### src/rtl/ram_burst_serializer_pkg.sv
// -----------------------------------------------------------------------------
// ram_burst_serializer_pkg
//
// Shared definitions for the RAM burst serializer:
//   - state encodings for the controller FSM (IDLE/LOAD/SHIFT/DONE)
//   - state_t enum built on those encodings
//   - clog2_min1() helper used to size the per-word bit counter
// No ports; imported with `import ram_burst_serializer_pkg::*;`.
// -----------------------------------------------------------------------------
package ram_burst_serializer_pkg;

  // Fixed state encodings; the enum below is tied to them so that the
  // encoding seen on a debug probe never depends on tool choices.
  localparam logic [1:0] ST_IDLE  = 2'd0;
  localparam logic [1:0] ST_LOAD  = 2'd1;
  localparam logic [1:0] ST_SHIFT = 2'd2;
  localparam logic [1:0] ST_DONE  = 2'd3;

  typedef enum logic [1:0] {
    IDLE  = ST_IDLE,
    LOAD  = ST_LOAD,
    SHIFT = ST_SHIFT,
    DONE  = ST_DONE
  } state_t;

  // Ceiling log2 with a floor of 1 bit, so a 1-bit word still gets a
  // legal (1-bit) counter.
  function automatic int clog2_min1(input int n);
    int r;
    r = 0;
    for (int i = 0; i < 31; i++) begin
      if ((1 << i) < n) begin
        r = i + 1;
      end
    end
    return (r < 1) ? 1 : r;
  endfunction

endpackage

### src/rtl/ram_burst_serializer_if.sv
// -----------------------------------------------------------------------------
// ram_burst_serializer_if
//
// Bundles every non-clock signal of the serializer:
//   start/base_addr/count  run request (from the controller above)
//   addr_rd/rd_data        RAM asynchronous read port
//   ser_valid/ser_data/ser_ready/ser_last  1-bit serial stream
//   busy/done              status
// Modports:
//   master - the serializer itself
//   slave  - its environment (requester, RAM read port, serial consumer)
// -----------------------------------------------------------------------------
interface ram_burst_serializer_if #(
  parameter int addr_width = 2,
  parameter int data_width = 3
) ();

  logic                  start;
  logic [addr_width-1:0] base_addr;
  logic [addr_width:0]   count;
  logic [addr_width-1:0] addr_rd;
  logic [data_width-1:0] rd_data;
  logic                  ser_valid;
  logic                  ser_data;
  logic                  ser_ready;
  logic                  ser_last;
  logic                  busy;
  logic                  done;

  modport master (
    input  start, base_addr, count, rd_data, ser_ready,
    output addr_rd, ser_valid, ser_data, ser_last, busy, done
  );

  modport slave (
    output start, base_addr, count, rd_data, ser_ready,
    input  addr_rd, ser_valid, ser_data, ser_last, busy, done
  );

endinterface

### src/rtl/ram_burst_serializer_piso_shreg.sv
// -----------------------------------------------------------------------------
// piso_shreg
//
// Parallel-in / serial-out shift register for one RAM word, LSB first.
// Ports:
//   clk, rst_n   clock, asynchronous active-low reset
//   load_en      capture din and clear the bit counter
//   shift_en     shift right by one (zero fill) and count the bit
//   din          parallel word
//   dout         current serial bit (shreg[0])
//   last_bit     high while the bit on dout is the word's final bit
// load_en has priority over shift_en.
// -----------------------------------------------------------------------------
module piso_shreg
  import ram_burst_serializer_pkg::*;
#(
  parameter int data_width = 3
) (
  input  logic                  clk,
  input  logic                  rst_n,
  input  logic                  load_en,
  input  logic                  shift_en,
  input  logic [data_width-1:0] din,
  output logic                  dout,
  output logic                  last_bit
);

  localparam int cnt_w = clog2_min1(data_width);
  localparam logic [cnt_w-1:0] cnt_last = cnt_w'(data_width - 1);

  logic [data_width-1:0] shreg_reg;
  logic [data_width-1:0] shreg_next;
  logic [cnt_w-1:0]      bit_cnt_reg;

  // Right-shift network: each bit takes its upper neighbour, the MSB
  // takes zero. Written bit-wise so data_width = 1 needs no special slice.
  for (genvar gi = 0; gi < data_width; gi++) begin : g_shift
    if (gi == data_width - 1) begin : g_msb
      assign shreg_next[gi] = 1'b0;
    end else begin : g_lower
      assign shreg_next[gi] = shreg_reg[gi+1];
    end
  end

  always_ff @(posedge clk or negedge rst_n) begin
    if (!rst_n) begin
      shreg_reg   <= '0;
      bit_cnt_reg <= '0;
    end else if (load_en) begin
      shreg_reg   <= din;
      bit_cnt_reg <= '0;
    end else if (shift_en) begin
      shreg_reg   <= shreg_next;
      // May step past cnt_last after the final bit; the next load clears it.
      bit_cnt_reg <= bit_cnt_reg + cnt_w'(1);
    end
  end

  assign dout     = shreg_reg[0];
  assign last_bit = (bit_cnt_reg == cnt_last);

endmodule

### src/rtl/ram_burst_serializer.sv
// -----------------------------------------------------------------------------
// ram_burst_serializer
//
// Reads a run of consecutive RAM words through the RAM's asynchronous read
// port and streams each word LSB-first over a 1-bit valid/ready channel.
// Ports:
//   clk    rising-edge clock
//   rst_n  asynchronous active-low reset (aborts a run, no done)
//   bus    ram_burst_serializer_if.master:
//            start/base_addr/count  run request, sampled only in IDLE
//            addr_rd -> RAM, rd_data <- RAM dout (combinational)
//            ser_valid/ser_data/ser_ready/ser_last serial stream
//            busy (LOAD/SHIFT), done (one-cycle completion pulse)
// Per word: one LOAD cycle capturing rd_data, then data_width SHIFT
// handshakes. Address increments modulo 2**addr_width between words.
// -----------------------------------------------------------------------------
module ram_burst_serializer
  import ram_burst_serializer_pkg::*;
#(
  parameter int addr_width = 2,
  parameter int data_width = 3
) (
  input  logic                    clk,
  input  logic                    rst_n,
  ram_burst_serializer_if.master  bus
);

  localparam logic [addr_width:0] rem_one = (addr_width + 1)'(1);

  state_t                state_reg;
  logic [addr_width-1:0] addr_reg;
  logic [addr_width:0]   remaining_reg;
  logic                  valid_reg;
  logic                  busy_reg;
  logic                  done_reg;

  logic load_en;
  logic shift_en;
  logic bit_last;
  logic shreg_lsb;

  // The RAM word is captured in the single LOAD cycle; anything written to
  // that address afterwards does not reach the word already in flight.
  assign load_en  = (state_reg == LOAD);
  assign shift_en = valid_reg && bus.ser_ready;

  piso_shreg #(
    .data_width (data_width)
  ) u_piso_shreg (
    .clk      (clk),
    .rst_n    (rst_n),
    .load_en  (load_en),
    .shift_en (shift_en),
    .din      (bus.rd_data),
    .dout     (shreg_lsb),
    .last_bit (bit_last)
  );

  always_ff @(posedge clk or negedge rst_n) begin
    if (!rst_n) begin
      state_reg     <= IDLE;
      addr_reg      <= '0;
      remaining_reg <= '0;
      valid_reg     <= 1'b0;
      busy_reg      <= 1'b0;
      done_reg      <= 1'b0;
    end else begin
      case (state_reg)
        IDLE: begin
          done_reg <= 1'b0;
          if (bus.start) begin
            if (bus.count != '0) begin
              addr_reg      <= bus.base_addr;
              remaining_reg <= bus.count;
              busy_reg      <= 1'b1;
              state_reg     <= LOAD;
            end else begin
              // Empty run: report completion without touching the stream.
              done_reg  <= 1'b1;
              state_reg <= DONE;
            end
          end
        end

        LOAD: begin
          valid_reg <= 1'b1;
          state_reg <= SHIFT;
        end

        SHIFT: begin
          if (bus.ser_ready && bit_last) begin
            valid_reg <= 1'b0;
            if (remaining_reg == rem_one) begin
              busy_reg  <= 1'b0;
              done_reg  <= 1'b1;
              state_reg <= DONE;
            end else begin
              remaining_reg <= remaining_reg - rem_one;
              addr_reg      <= addr_reg + addr_width'(1);
              state_reg     <= LOAD;
            end
          end
        end

        DONE: begin
          done_reg  <= 1'b0;
          state_reg <= IDLE;
        end

        default: begin
          state_reg <= IDLE;
        end
      endcase
    end
  end

  assign bus.addr_rd   = addr_reg;
  assign bus.ser_valid = valid_reg;
  assign bus.ser_data  = shreg_lsb;
  // Decoded purely from registers, so it is glitch-free and holds under
  // backpressure together with ser_data.
  assign bus.ser_last  = (state_reg == SHIFT) && (remaining_reg == rem_one) && bit_last;
  assign bus.busy      = busy_reg;
  assign bus.done      = done_reg;

endmodule

### src/flat_wrapper.sv
// flat-port wrapper written by rule: the top's interface ports become plain ports
module ram_burst_serializer_flat import ram_burst_serializer_pkg::*;
#(
  parameter int addr_width = 2,
  parameter int data_width = 3
)
  (clk, rst_n, bus_start, bus_base_addr, bus_count, bus_rd_data, bus_ser_ready, bus_addr_rd, bus_ser_valid, bus_ser_data, bus_ser_last, bus_busy, bus_done);
  ram_burst_serializer_if #(.addr_width(addr_width), .data_width(data_width)) bus_i ();
  input  logic clk;
  input  logic rst_n;
  input wire logic [$bits(bus_i.start)-1:0] bus_start;
  input wire logic [$bits(bus_i.base_addr)-1:0] bus_base_addr;
  input wire logic [$bits(bus_i.count)-1:0] bus_count;
  input wire logic [$bits(bus_i.rd_data)-1:0] bus_rd_data;
  input wire logic [$bits(bus_i.ser_ready)-1:0] bus_ser_ready;
  output wire logic [$bits(bus_i.addr_rd)-1:0] bus_addr_rd;
  output wire logic [$bits(bus_i.ser_valid)-1:0] bus_ser_valid;
  output wire logic [$bits(bus_i.ser_data)-1:0] bus_ser_data;
  output wire logic [$bits(bus_i.ser_last)-1:0] bus_ser_last;
  output wire logic [$bits(bus_i.busy)-1:0] bus_busy;
  output wire logic [$bits(bus_i.done)-1:0] bus_done;
  assign bus_i.start = bus_start;
  assign bus_i.base_addr = bus_base_addr;
  assign bus_i.count = bus_count;
  assign bus_i.rd_data = bus_rd_data;
  assign bus_i.ser_ready = bus_ser_ready;
  assign bus_addr_rd = bus_i.addr_rd;
  assign bus_ser_valid = bus_i.ser_valid;
  assign bus_ser_data = bus_i.ser_data;
  assign bus_ser_last = bus_i.ser_last;
  assign bus_busy = bus_i.busy;
  assign bus_done = bus_i.done;
  ram_burst_serializer #(.addr_width(addr_width), .data_width(data_width)) u_core (.clk(clk), .rst_n(rst_n), .bus(bus_i));
endmodule
### config.mk
export PLATFORM = sky130hd
export DESIGN_NAME = ram_burst_serializer_flat
export DESIGN_NICKNAME = d
export VERILOG_FILES = /design/src/rtl/ram_burst_serializer_pkg.sv /design/src/rtl/ram_burst_serializer_if.sv /design/src/rtl/ram_burst_serializer_piso_shreg.sv /design/src/rtl/ram_burst_serializer.sv /design/src/flat_wrapper.sv
export SDC_FILE = /design/constraint.sdc
export NUM_CORES = 1
export LEC_CHECK = 0
export CAP_MARGIN = 20
export CORE_UTILIZATION = 55
export CTS_BUF_LIST = sky130_fd_sc_hd__clkbuf_4 sky130_fd_sc_hd__clkbuf_8
export CTS_CLUSTER_DIAMETER = 40
export DETAILED_ROUTE_END_ITERATION = 12
export GPL_TIMING_DRIVEN = 0
export PLACE_DENSITY = 0.9
export SLEW_MARGIN = 20
export SYNTH_ARGS = -nofsm -noshare
export SYNTH_HDL_FRONTEND = slang
export SYNTH_SLANG_ARGS = --single-unit
### constraint.sdc
create_clock -name clk -period 4.44 [get_ports clk]
set_input_delay 1.11 -clock clk [delete_from_list [all_inputs] [get_ports clk]]
set_output_delay 1.11 -clock clk [all_outputs]
set_load 0.02 [all_outputs]
# After elaboration in Yosys (flattened, before gate mapping)
# Index checks and enable logic that the tools add are counted.
# totals
ff_bits,15
input_bits,12
output_inout_bits,7
wordCells,67
# op_classes
add_sub_neg,3
eq_ne,10
muxes,31
n_reduce_logical,15
# ops
op,count
2-to-1 mux 2 bit,10
2-to-1 mux 3 bit,6
AND reduction 5 bit,2
2-to-1 mux 1 bit,9
case mux 2 bit (4 select lines),1
== test 2 bit (second input constant),3
inequality test 2 x 1 -> 1 bit (second input constant),3
case mux 3 bit (2 select lines),1
nonzero test 2 bit,3
nonzero test 3 bit,2
adder 2 x 1 -> 2 bit (second input constant),2
logical AND 1 bit,4
inequality test 2 bit (second input constant),2
case mux 1 bit (2 select lines),2
case mux 2 bit (2 select lines),1
AND reduction 2 bit,2
== test 3 x 1 -> 1 bit (second input constant),1
case mux 1 bit (3 select lines),1
AND reduction 3 bit,1
subtractor 3 x 1 -> 3 bit (second input constant),1
== test 2 x 1 -> 1 bit (second input constant),1
zero test 2 bit,1

# Depth between registers and ports, before layout
# depth
depth_word,4
ltp_mapped,6
mapped_depth_nobuf,6

# Hierarchy
# From an unflattened synthesis, not the netlist that was laid out.
# hier_totals
cells_unflattened,85
area_unflattened_um2,892.1
# by_module_without_submodules
module,instances,cells_each,area_per_inst_um2,seq_area_each_um2
ram_burst_serializer,1,64,659.4,250.2
piso_shreg,1,21,232.7,125.1

# Worst setup path after synthesis
# OpenSTA, ideal clock, no wires.
# synth_timing
path_kind,input -> register
startpoint,input port bus_start
endpoint,"register u_core.addr_reg[1], in the netlist u_core.bus.addr_rd[1]"
setup_time_ps,125
arrival_time_ps,2225
t_required_ps,4315
setup_slack_ps,2090
stages,4
path_buffers,0
path_cell_list,or3b_4 a21oi_4 a21boi_4 mux2_4
# synth_via
elab_chain_cells,2
# synth_lines
element,line_no,text
start: declaration,flat_wrapper.sv:11,input wire logic [$bits(bus_i.start)-1:0] bus_start;
inequality test 2 bit (no source line),n/a,
AND reduction 5 bit (no source line),n/a,
end signal: assignment,ram_burst_serializer.sv:73,addr_reg <= bus.base_addr;
end signal: assignment,ram_burst_serializer.sv:99,addr_reg <= addr_reg + addr_width'(1);
end: declaration,ram_burst_serializer.sv:31,logic [addr_width-1:0] addr_reg;
# Every way passes these cells.
# A chain may end at the register's enable or synchronous reset.

# Worst setup path in the final report
# layout_timing
startpoint,register u_core.remaining_reg[1]
endpoint,output port bus_ser_last
# layout_via
elab_chain_cells,3
# layout_lines
element,line_no,text
start: declaration,ram_burst_serializer.sv:32,logic [addr_width:0] remaining_reg;
start signal: assignment,ram_burst_serializer.sv:74,remaining_reg <= bus.count;
start signal: assignment,ram_burst_serializer.sv:98,remaining_reg <= remaining_reg - rem_one;
== test 3 x 1 -> 1 bit,ram_burst_serializer.sv:122,assign bus.ser_last = (state_reg == SHIFT) && (remaining_reg == rem_one) && bit_last;
logical AND 1 bit (2 in a row),ram_burst_serializer.sv:122,
end: declaration,flat_wrapper.sv:19,output wire logic [$bits(bus_i.ser_last)-1:0] bus_ser_last;
# Every way passes these cells.

==> results.ini <==
[status]
run_status=completed

[detailed_routing]
avgRoutedWirePerCell_um=14.64
drc=0
via_per_inst=5.711
wl_um=1772
vias=691
drtPass1Iterations=4
drtIter0Drc=28
drtAntennaViolNets=0

[synth]
synthAdderAreaFrac_pct=4.484
ys_warn_count=0
syn_nets=99
synthCells=84
synthFlopType=dfrtp_1
syn-cell-area_um2=837.1
synth_edf_count=0
yosys_register_bits=15
synth-seq-area-share_pct=44.84
synth_compound_area_share_pct=18.54
synth.distinct_cells=29
synth_top_family_by_area=compound AO/OA/AOI/OAI gates
synth.avg_cell_area_um2=9.965
synth-xor-area-share_pct=2.093
synthSimpleGateAreaFrac_pct=17.49
async_reset_ff_share_pct=100.0
synth.area.mux_share_pct=8.520

[pwr]
power.total_uw=736.5
swShare_pct=41.37
p_seq_share_pct=33.6
p_comb_share_pct=55.3
leakagePower_nw=0.4707
netSwitchingPower_uw=304.7
internal_power_uw=431.8
clkPwrFrac_pct=11.2
ir_drop_mv=0.3876
powerDensity_nw_per_um2=692.5

[timing]
fin_crit_ns=3.281
period_share_pct=73.90
holdWs_ns=0.5313
finalMaxSlewViolations=0
rsz0062_at_grt=false
worst_pin_slew_ns=0.7037
setup_viol=0
fin_skew_ns=0.004098
tns_ns=0
setup_ws_ns=1.159
max_clock_freq_mhz=304.8
relSlewSlack_pct=52.94
hold_viol=0

[critical_path]
cp_slowest_stage_delay_ns=0.60
cp-end-kind=output port
crit_chain=inv_1, ha_1, nor2b_1, and3_1, clkdlybuf4s50_1
slowest_stage=clkdlybuf4s50_1
crit_fanout=4
crit_type=flip-flop to output port
cp-start-kind=flip-flop
critPathArrivalTime_ns=2.17
critPathRequiredTime_ns=3.33

[die]
start_util_pct=62.00
fp.dieW_um=41.01
design.core.area_um2=1350
dieHeight_um=41.01
die_area_um2=1682
io_pins=19
num_rows=13

[layout]
drive_above_1_share_pct=10.38
diodes=0
nets=122
area_growth_pct=27.06
layout_common_cells=clkdlybuf4s50_1, dfrtp_1, nand2_1, o21ai_0, nor2_1
final_common_cell=clkdlybuf4s50_1

[global_route]
grt_pass1_vias=602
grt_pass1_wl_um=2553
grt_overflow=0
antenna_found_initial=0
grt_start_max_net_pins=16
track_usage_pct=24.03

[clocking]
cts.sinks=15
worstSkewPairLatency_ns=0.29
clk_pin_slew_ns=0.10
post_cts.repair.setup_buffers=0
h-tree-depth=1
cts_tree=yes
clock_path_buffers=2
cts_inserted_buffers=3
post_cts_resized=0
cts-root-buf=clkbuf_4
postCtsHoldBufs=0

[place]
pre_cts_slack_ns=1.491
place_congestion=0.7729
dpl.hpwl_um=1275
port_buffers=18

[flow_run]
maxCapViolCount=0

[hold_path]
hold_class=flip-flop to flip-flop

[cells by family (layout without fill, tap and decap cells)]
family,after synthesis,after routing
buf+inv,7,29
fa+ha+maj,3,3
simple gates,29,29
mux,6,6
compound gates,22,22
flops,15,15
xor+xnor,2,2
[layer usage]
| layer | vias to the layer above | global-route usage (%) | routed length [µm] |
|---|---|---|---|
| met4 | 0 | 10.00 | 10 |
| met5 | - | 0 | 0 |
| met3 | 2 | 4.891 | 75 |
| met1 | 336 | 29.93 | 813 |
| met2 | 18 | 39.84 | 873 |
| li1 | 335 | - | - |
[worst max-delay path: cells and delay by family (launching register included)]
family	cells	cell delay (ns)
buffers and inverters	2	0.68
AND/OR/NAND/NOR	2	0.62
flip-flops	1	0.40
adder cells (fa/ha/maj)	1	0.19
[worst paths after layout]
check	start	endpoint	slack (ns)	cells past startpoint
setup / recovery	u_core.remaining_reg[1]	bus_ser_last	1.16	5
hold / removal	u_core.bus.busy	u_core.bus.busy	0.53	2
setup reg to reg	u_core.state_reg[1]	u_core.bus.addr_rd[1]	2.54	5
hold reg to reg	u_core.bus.busy	u_core.bus.busy	0.53	2
max in group asynchronous	rst_n	u_core.u_piso_shreg.shreg_reg[1]	2.76	1
min in group asynchronous	rst_n	u_core.bus.busy	1.23	1
[Yosys cell counts, types with 2 or more instances]
cell	count	area, µm²
inv_1	4	15.01
mux2i_1	3	30.03
clkbuf_1	2	7.510
nor2b_1	4	25.02
nand2_1	10	37.54
nor3_1	2	10.01
mux2_4	2	30.03
a21oi_1	3	15.01
a211oi_1	2	15.01
ha_1	3	37.54
a2bb2oi_1	2	17.52
nand2b_1	2	12.51
nor2_1	5	18.77
nand3_1	2	10.01
xnor2_1	2	17.52
dfrtp_1	15	375.4
o21ai_0	9	45.04
[power groups by stage]
stage | Sequential, mW | Combinational [mW] | Clock, mW
floorplan | 0.270 | 0.257 | 0
global placement | 0.243 | 0.386 | 0
detailed placement | 0.249 | 0.404 | 0
CTS | 0.247 | 0.408 | 0.0817
global route | 0.255 | 0.442 | 0.0857
finish | 0.247 | 0.407 | 0.0822
[area by class of cell]
cell class,instances,area [µm²]
Buffer,3,18.77
Clock buffer,3,22.52
Clock inverter,1,5.005
Fill cell,97,286.5
Inverter,4,15.01
Multi-Input combinational cell,62,427.9
Sequential cell,15,375.4
Tap cell,15,18.77
Timing Repair Buffer,18,180.2
[through the flow]
stage	cells	instance area, µm²	util, %
2_1_floorplan	84	837.1	-
5_1_grt	121	1064	78.78
3_3_place_gp	117	1036	76.74
6_report	121	1064	78.78
3_5_place_dp	117	1036	76.74
4_1_cts	121	1064	78.78
Note: power is estimated with default switching activity, not from simulation.
